## config.mk

```make
export PLATFORM = sky130hd
export DESIGN_NAME = frac_rsh_denorm
export DESIGN_NICKNAME = d
export VERILOG_FILES = /design/src/rtl/fpdivsqrt_pkg.sv /design/src/rtl/frac_rsh_stage.sv /design/src/rtl/frac_rsh_denorm.sv
export SDC_FILE = /design/constraint.sdc
export NUM_CORES = 1
export LEC_CHECK = 0
export CAP_MARGIN = 40
export CORE_ASPECT_RATIO = 0.75
export CORE_MARGIN = 2
export CORE_UTILIZATION = 54
export DETAILED_ROUTE_END_ITERATION = 10
export PLACE_DENSITY = 0.84
export SLEW_MARGIN = 5
export SYNTH_ARGS = -nofsm -noshare
export SYNTH_HDL_FRONTEND = slang
export SYNTH_SLANG_ARGS = --single-unit
export TNS_END_PERCENT = 5
```

## constraint.sdc

```tcl
create_clock -name clk -period 5.1 [get_ports clk]
set_clock_uncertainty 0.2 [all_clocks]
set_input_delay 0.765 -clock clk [delete_from_list [all_inputs] [get_ports clk]]
set_output_delay 0.765 -clock clk [all_outputs]
set_load 0.005 [all_outputs]
```

## src/rtl/fpdivsqrt_pkg.sv

```systemverilog
// Shared constants for the divide/sqrt significand path: default widths and
// the coarse/fine split used by the two-stage denormalizing shifter.
package fpdivsqrt_pkg;

    localparam int DEF_SIG_W   = 53;
    localparam int DEF_RSH_W   = 6;

    // Fine stage resolves the low FINE_W shift bits one position at a time;
    // the coarse stage moves whole groups of 2**FINE_W positions.
    localparam int FINE_W      = 3;
    localparam int FINE_GRAN   = 1;
    localparam int COARSE_GRAN = 1 << FINE_W;

    // Zero bits appended below the guard so the fine stage still sees every
    // bit that a coarse shift moved under the guard position.
    localparam int PAD_W       = (1 << FINE_W) - 1;

    function automatic int coarse_w(input int rsh_w);
        return rsh_w - FINE_W;
    endfunction

endpackage

```

## src/rtl/frac_rsh_stage.sv

```systemverilog
// One combinational logical right shift by amt_i*GRAN positions; every bit
// pushed off the bottom is ORed into the outgoing sticky bit.
module frac_rsh_stage #(
    parameter int W     = 61,
    parameter int AMT_W = 3,
    parameter int GRAN  = 1
) (
    input  logic [W-1:0]     data_i,
    input  logic [AMT_W-1:0] amt_i,
    input  logic             sticky_i,
    output logic [W-1:0]     data_o,
    output logic             sticky_o
);

    logic [31:0] sh;
    logic [W-1:0] lost_mask;

    // A shift of W or more clears the mask shift, so all bits count as lost.
    always_comb begin
        sh        = 32'(amt_i) * 32'(GRAN);
        lost_mask = ~({W{1'b1}} << sh);
        data_o    = data_i >> sh;
        sticky_o  = sticky_i | (|(data_i & lost_mask));
    end

endmodule

```

## src/rtl/frac_rsh_denorm.sv

```systemverilog
// Two-stage pipelined significand denormalizer: right shift with guard and
// sticky extraction, valid/ready flow control, flush and synchronous reset.
module frac_rsh_denorm
    import fpdivsqrt_pkg::*;
#(
    parameter int SIG_W = DEF_SIG_W,
    parameter int RSH_W = DEF_RSH_W
) (
    input  logic             clk,
    input  logic             rst_n,
    input  logic             flush_i,
    input  logic             in_valid_i,
    output logic             in_ready_o,
    input  logic [SIG_W-1:0] sig_i,
    input  logic             rem_nz_i,
    input  logic [RSH_W-1:0] rsh_i,
    output logic             out_valid_o,
    input  logic             out_ready_i,
    output logic [SIG_W-1:0] sig_o,
    output logic             guard_o,
    output logic             sticky_o
);

    localparam int CRS_W = coarse_w(RSH_W);
    localparam int S1_W  = SIG_W + 1 + PAD_W;

    // Handshake: a transfer happens on a rising edge where valid and ready
    // are both high; ready never looks at the matching valid.
    logic s1_valid_q, s1_valid_d;
    logic s2_valid_q, s2_valid_d;
    logic s1_adv, s2_adv, s1_load;

    logic [S1_W-1:0]   ext_pad;
    logic [S1_W-1:0]   s1_data_d, s1_data_q;
    logic              s1_sticky_d, s1_sticky_q;
    logic [FINE_W-1:0] s1_fine_q;

    logic [S1_W-1:0]   fine_data;
    logic              fine_sticky;
    logic [SIG_W-1:0]  s2_sig_d, s2_sig_q;
    logic              s2_guard_d, s2_guard_q;
    logic              s2_sticky_d, s2_sticky_q;

    assign ext_pad = {sig_i, 1'b0, {PAD_W{1'b0}}};

    frac_rsh_stage #(
        .W     (S1_W),
        .AMT_W (CRS_W),
        .GRAN  (COARSE_GRAN)
    ) u_coarse (
        .data_i   (ext_pad),
        .amt_i    (rsh_i[RSH_W-1:FINE_W]),
        .sticky_i (rem_nz_i),
        .data_o   (s1_data_d),
        .sticky_o (s1_sticky_d)
    );

    frac_rsh_stage #(
        .W     (S1_W),
        .AMT_W (FINE_W),
        .GRAN  (FINE_GRAN)
    ) u_fine (
        .data_i   (s1_data_q),
        .amt_i    (s1_fine_q),
        .sticky_i (s1_sticky_q),
        .data_o   (fine_data),
        .sticky_o (fine_sticky)
    );

    // Pad bits that remain below the guard after the fine shift are sticky.
    always_comb begin
        s2_sig_d    = fine_data[S1_W-1:PAD_W+1];
        s2_guard_d  = fine_data[PAD_W];
        s2_sticky_d = fine_sticky | (|fine_data[PAD_W-1:0]);
    end

    always_comb begin
        s2_adv     = out_ready_i | ~s2_valid_q;
        s1_adv     = s1_valid_q & s2_adv;
        in_ready_o = flush_i | ~s1_valid_q | s2_adv;
        s1_load    = in_valid_i & in_ready_o & ~flush_i;
        s1_valid_d = 1'b0;
        s2_valid_d = 1'b0;
        if (!flush_i) begin
            s1_valid_d = s1_load | (s1_valid_q & ~s1_adv);
            s2_valid_d = s1_adv | (s2_valid_q & ~out_ready_i);
        end
    end

    always_ff @(posedge clk) begin
        if (!rst_n) begin
            s1_valid_q <= 1'b0;
            s2_valid_q <= 1'b0;
        end else begin
            s1_valid_q <= s1_valid_d;
            s2_valid_q <= s2_valid_d;
        end
    end

    always_ff @(posedge clk) begin
        if (s1_load) begin
            s1_data_q   <= s1_data_d;
            s1_sticky_q <= s1_sticky_d;
            s1_fine_q   <= rsh_i[FINE_W-1:0];
        end
        if (s1_adv) begin
            s2_sig_q    <= s2_sig_d;
            s2_guard_q  <= s2_guard_d;
            s2_sticky_q <= s2_sticky_d;
        end
    end

    assign out_valid_o = s2_valid_q;
    assign sig_o       = s2_sig_q;
    assign guard_o     = s2_guard_q;
    assign sticky_o    = s2_sticky_q;

endmodule

```

==> results of run 1 <==
[cell type report]
cell class                      count  area, sq um
Clock buffer                       18          429
Clock inverter                     13          178
Fill cell                         930         4270
Inverter                            8         30.0
Multi-Input combinational cell    420         3540
Sequential cell                   122         3640
Tap cell                          175          219
Timing Repair Buffer              132         1300
[cell usage in the layout, fill, tap and decap left out, types with 2 or more instances in the layout]
cell / count
a211oi_1: 5
a21oi_1: 28
a221oi_1: 8
a22oi_1: 2
a31oi_1: 7
and2_1: 13
buf_2: 3
buf_4: 9
bufinv_16: 4
clkbuf_16: 17
clkdlybuf4s50_1: 118
clkinv_2: 3
clkinvlp_4: 4
dfxtp_1: 2
edfxtp_1: 120
inv_1: 6
inv_2: 2
mux2_2: 56
mux2i_1: 46
mux4_2: 47
nand2_1: 78
nand2b_1: 3
nand3_1: 3
nor2_1: 43
nor2b_1: 5
nor3_1: 2
nor4_1: 12
o2111ai_1: 2
o21ai_0: 26
o22ai_1: 17
o31ai_1: 3
or2_2: 3
[metrics by stage]
step                cells  total power, uW  util (%)  setup WS, ps
floorplan             600             1560         -          1130
global placement      855             1740      63.9          1850
detailed placement    857             1760      64.2          1810
CTS                   888             3000      68.6          1780
global route          888             3090      68.6          1730
finish                888             3000      68.6          1770
[worst max-delay path, cell delays in order]
cell and delay [ps]:
clkdlybuf4s50_1 410, nor2b_1 350, nand2_1 110, or2_2 280, clkdlybuf4s50_1 450
[path summary, 6_finish.rpt]
check	slack [ps]	depth (start not counted)	end	startpoint
worst min-delay path	360	2	out_valid_o	s1_valid_q
worst min register to register	360	2	out_valid_o	s1_valid_q
worst max register to register	2560	5	sticky_o	s1_fine_q[1]
worst max-delay path	1770	5	in_ready_o	out_ready_i
[registers in the layout, indices dropped and copies added, names as in the netlist]
| register | count |
|---|---|
| guard_o | 1 |
| out_valid_o | 1 |
| s1_data_q | 61 |
| s1_fine_q | 3 |
| s1_sticky_q | 1 |
| s1_valid_q | 1 |
| sig_o | 53 |
| sticky_o | 1 |
[power breakdown]
part	internal, uW	switching [uW]
clock	809	425
sequential	1190	49.5
combinational	260	268
[metal layers]
metal	vias to the layer above	GRT usage, %	wire, um
met1	2748	42.7	9040
met4	0	11.5	642
met2	371	43.0	9260
met5	-	0	0
met3	47	6.95	2000
li1	2544	-	-
[cells by family after synthesis]
family	count (synthesis)	share of synthesized area, %
and+or+nand+nor	167	9.95
AOI/OAI and AO/OA	103	8.46
buffers and inverters	58	3.58
muxes	150	29.1
DFF	122	48.9
==> results.yml, run 1 <==
run_status:
  outcome: "completed"
finish:
  design_area_sq_um: 9340
  antenna_cells: 0
  drive_above_1_share_pct: 21.6
  syn_to_final_growth_pct: 25.5
  nets: 766
clock_network:
  cts.sinks: 122
  clock_latency_ps: 410
  cts_setup_buffers: 0
  clockRootBuffer: "clkbuf_16"
  cts_buffer_depth: 2
  h-tree-depth: 4
  tritoncts: "done"
  cts_buffers: 17
  cts_hold_buf: 0
  cts_resized: 0
  cts.clk_slew.worst_paths_ps: 50
logic_synthesis:
  yosys-top-cells-count: "edfxtp_1, nand2_1, mux2_2, mux4_2, mux2i_1"
  yosys-top-cells-area: "edfxtp_1, mux4_2, mux2_2"
  synthCells: 600
  synth-edff-count: 120
  synth_nets: 665
  synth-seq-cells: 122
  synth_top_flop_cell: "edfxtp_1"
  syn_area_per_cell_sq_um: 12.4
  ys_warn_count: 0
  async_reset_ff_share_pct: 0
  synth_area_sq_um: 7440
  synth_top_area_share_pct: 48.4
  synth_cell_types: 40
  yosysMostFrequentCell: "edfxtp_1"
  yosysSeqAreaShare_pct: 48.9
  synth_top_cell_by_area: "edfxtp_1"
timing:
  setup_violations: 0
  finalSetupTns_ps: 0
  hold_viol: 0
  grt_setup_unrepaired: "false"
  slew_violations: 0
  min_period_ps: 3330
  fin_crit_sh_pct: 65.3
  hold_ws_ps: 361
  clock.fmax_ghz: 0.300
  max-slew-margin-rel_pct: 42.0
  worst_pin_slew_ps: 868
placement:
  port_buffers: 121
  postPlaceCellArea_sq_um: 8730
  hpwl_um: 15100
  gp_congestion: 0.949
worst_setup_path:
  worst-endpoint-arrival_ps: 2370
  critPathKind: "input port to output port"
  start_kind: "input port"
  end_kind: "output port"
  cp.required_ps: 4140
  cp_max_fo: 4
route:
  wl_per_cell_um: 23.6
  drtIter0Drc: 713
  wl_um: 20900
  drt-vias-per-instance: 6.43
  dr_total_vias: 5710
  first_pass_iters: 5
  drtAntennaViolNets: 0
  drc_errors: 0
global_route:
  overflow: 0
  grt_max_degree: 61
  track_usage_pct: 29.3
  grt_first_pass_wirelength_um: 32300
  grt_pass1_vias: 5511
  antenna_found_initial: 0
floorplanning:
  die_h_um: 106
  die_w_um: 140
  io_pins: 122
  initial_utilization_pct: 54.7
  core_sq_um: 13600
  dieArea_sq_um: 14700
  rows: 37
power_and_ir_drop:
  power_density_nw_per_um2: 321
  ir_worst_vdd_mv: 0.264
  p_leak_uw: 0.00322
hold_path:
  hold_path.class: "flip-flop to flip-flop"
job:
  drv_cap: 0
(Power assumes the default switching activity.)
==> run 2, diff against run 1 <==
Clock period 5.1 ns to 3.2 ns, I/O delays scaled along.
==> results.yml, run 2 (synthesis gave the netlist of run 1 again) <==
timing:
  min_period_ps: 2710
  fin_ws_ps: 489
  worst_pin_slew_ps: 821
  slew_violations: 0
  finalSetupTns_ps: 0
  hold_viol: 0
  grt_setup_unrepaired: "false"
  fin_crit_sh_pct: 84.7
  clock.fmax_ghz: 0.369
  hold_ws_ps: 344
  max-slew-margin-rel_pct: 45.3
  setup_violations: 0
global_route:
  overflow: 0
  grt_pass1_vias: 5490
  track_usage_pct: 29.7
  grt_first_pass_wirelength_um: 32700
  antenna_found_initial: 0
  grt_max_degree: 61
route:
  routed.top_layer: "met4"
  first_pass_iters: 5
  drt-vias-per-instance: 6.45
  drtAntennaViolNets: 0
  wl_per_cell_um: 23.7
  drtIter0Drc: 628
  dr_total_vias: 5769
  drt-met1-wl_um: 9160
  wl_um: 21200
  drc_errors: 0
  wl_met2_um: 9540
  wl_met3_um: 2100
finish:
  antenna_cells: 0
  final_cell_mix: "edfxtp_1, clkdlybuf4s50_1, nand2_1"
  final_common_cell: "edfxtp_1"
  syn_to_final_growth_pct: 25.5
  nets: 773
  largest_reg_flops: 61
  drive_above_1_share_pct: 21.7
  regMostFlops: "s1_data_q"
placement:
  gp_congestion: 0.919
  post-place-ws_ps: 495
  hpwl_um: 15300
  port_buffers: 121
power_and_ir_drop:
  p_int_uw: 3430
  comb_power_share_pct: 18.6
  p_seq_share_pct: 42.9
  p_sw_share_pct: 25.4
  clkPwrFrac_pct: 38.6
  p_leak_uw: 0.00323
  ir_worst_vdd_mv: 0.496
  p_switching_uw: 1170
  power_density_nw_per_um2: 492
worst_setup_path:
  cp_max_fo: 4
  cp_common_cell: "clkdlybuf4s50_1"
  start_kind: "input port"
  critPathKind: "input port to output port"
  slowest_stage: "clkdlybuf4s50_1"
  worst-path-buf-inv: 2
  cp.required_ps: 2520
  worst-endpoint-arrival_ps: 2030
  critPathTopFamily: "buffers and inverters"
  cpPeakStageDelay_ps: 450
  end_kind: "output port"
  cp_cell_sequence: "clkdlybuf4s50_1 -> nor2b_1 -> nand2_1 -> or2_2 -> clkdlybuf4s50_1"
run_status:
  outcome: "completed"
clock_network:
  cts_setup_buffers: 0
  cts_buffer_depth: 2
  cts_resized: 0
  cts_hold_buf: 0
  clockRootBuffer: "clkbuf_16"
  cts_buffers: 17
  tritoncts: "done"
  cts.clk_slew.worst_paths_ps: 50
  cts.sinks: 122
  h-tree-depth: 4
  clock_latency_ps: 420
floorplanning:
  die_h_um: 106
  rows: 37
  dieArea_sq_um: 14700
  core_sq_um: 13600
  die_w_um: 140
  io_pins: 122
  initial_utilization_pct: 54.7
job:
  drv_cap: 0
hold_path:
  hold_path.class: "flip-flop to flip-flop"
==> run 2: cell types whose count changed in the layout (fill, tap and decap cells not counted) <==
cell | previous run | this run
buf_8 | 1 | 0
bufinv_16 | 4 | 2
buf_4 | 9 | 15
clkinv_1 | 1 | 5
clkinv_4 | 1 | 0
buf_12 | 1 | 3
clkinvlp_4 | 4 | 2
==> run 2: metrics by stage <==
step                instance area [sq um]  utilization [%]  power [uW]  cells
finish                               9340             68.6        4590    894
global placement                     8800             64.7        2790    864
global route                         9340             68.6        4740    894
CTS                                  9340             68.6        4590    894
detailed placement                   8800             64.7        2820    864
floorplan                            7450                -        2490    600
==> run 2: layout make-up <==
cell class	instances	area, sq um
fillers	958	4270
well taps	175	219
clock buffers	18	429
repair buffers	139	1370
flip-flops and latches	122	3640
multi-input cells	420	3540
clock inverters	12	109
inverters	8	30.0
==> run 2: power by group through the flow <==
stage | sequential [uW] | combinational [uW] | clock (uW)
3_3_place_gp | 1980 | 806 | 0
4_1_cts | 1970 | 839 | 1780
2_1_floorplan | 1960 | 525 | 0
6_report | 1970 | 853 | 1770
3_5_place_dp | 2000 | 827 | 0
5_1_grt | 1980 | 913 | 1850
==> run 2: worst register-to-register path, stage by stage (launching register included) <==
cell and delay (ps):
edfxtp_1 670, buf_12 330, mux2_2 400, o21ai_0 420
o21ai_0 150
==> run 2: per-layer routing <==
layer / up-vias / track usage (%)
li1: 2551 / -
met1: 2808 / 43.8
met2: 382 / 43.6
met3: 28 / 7.59
met4: 0 / 8.93
met5: - / 0
==> run 2: worst paths after layout <==
check	startpoint	to	slack, ps	cells after the start
setup / recovery	out_ready_i	in_ready_o	490	5
setup reg to reg	s1_fine_q[1]	sig_o[45]	760	4
hold reg to reg	s1_valid_q	out_valid_o	340	2
hold / removal	s1_valid_q	out_valid_o	340	2
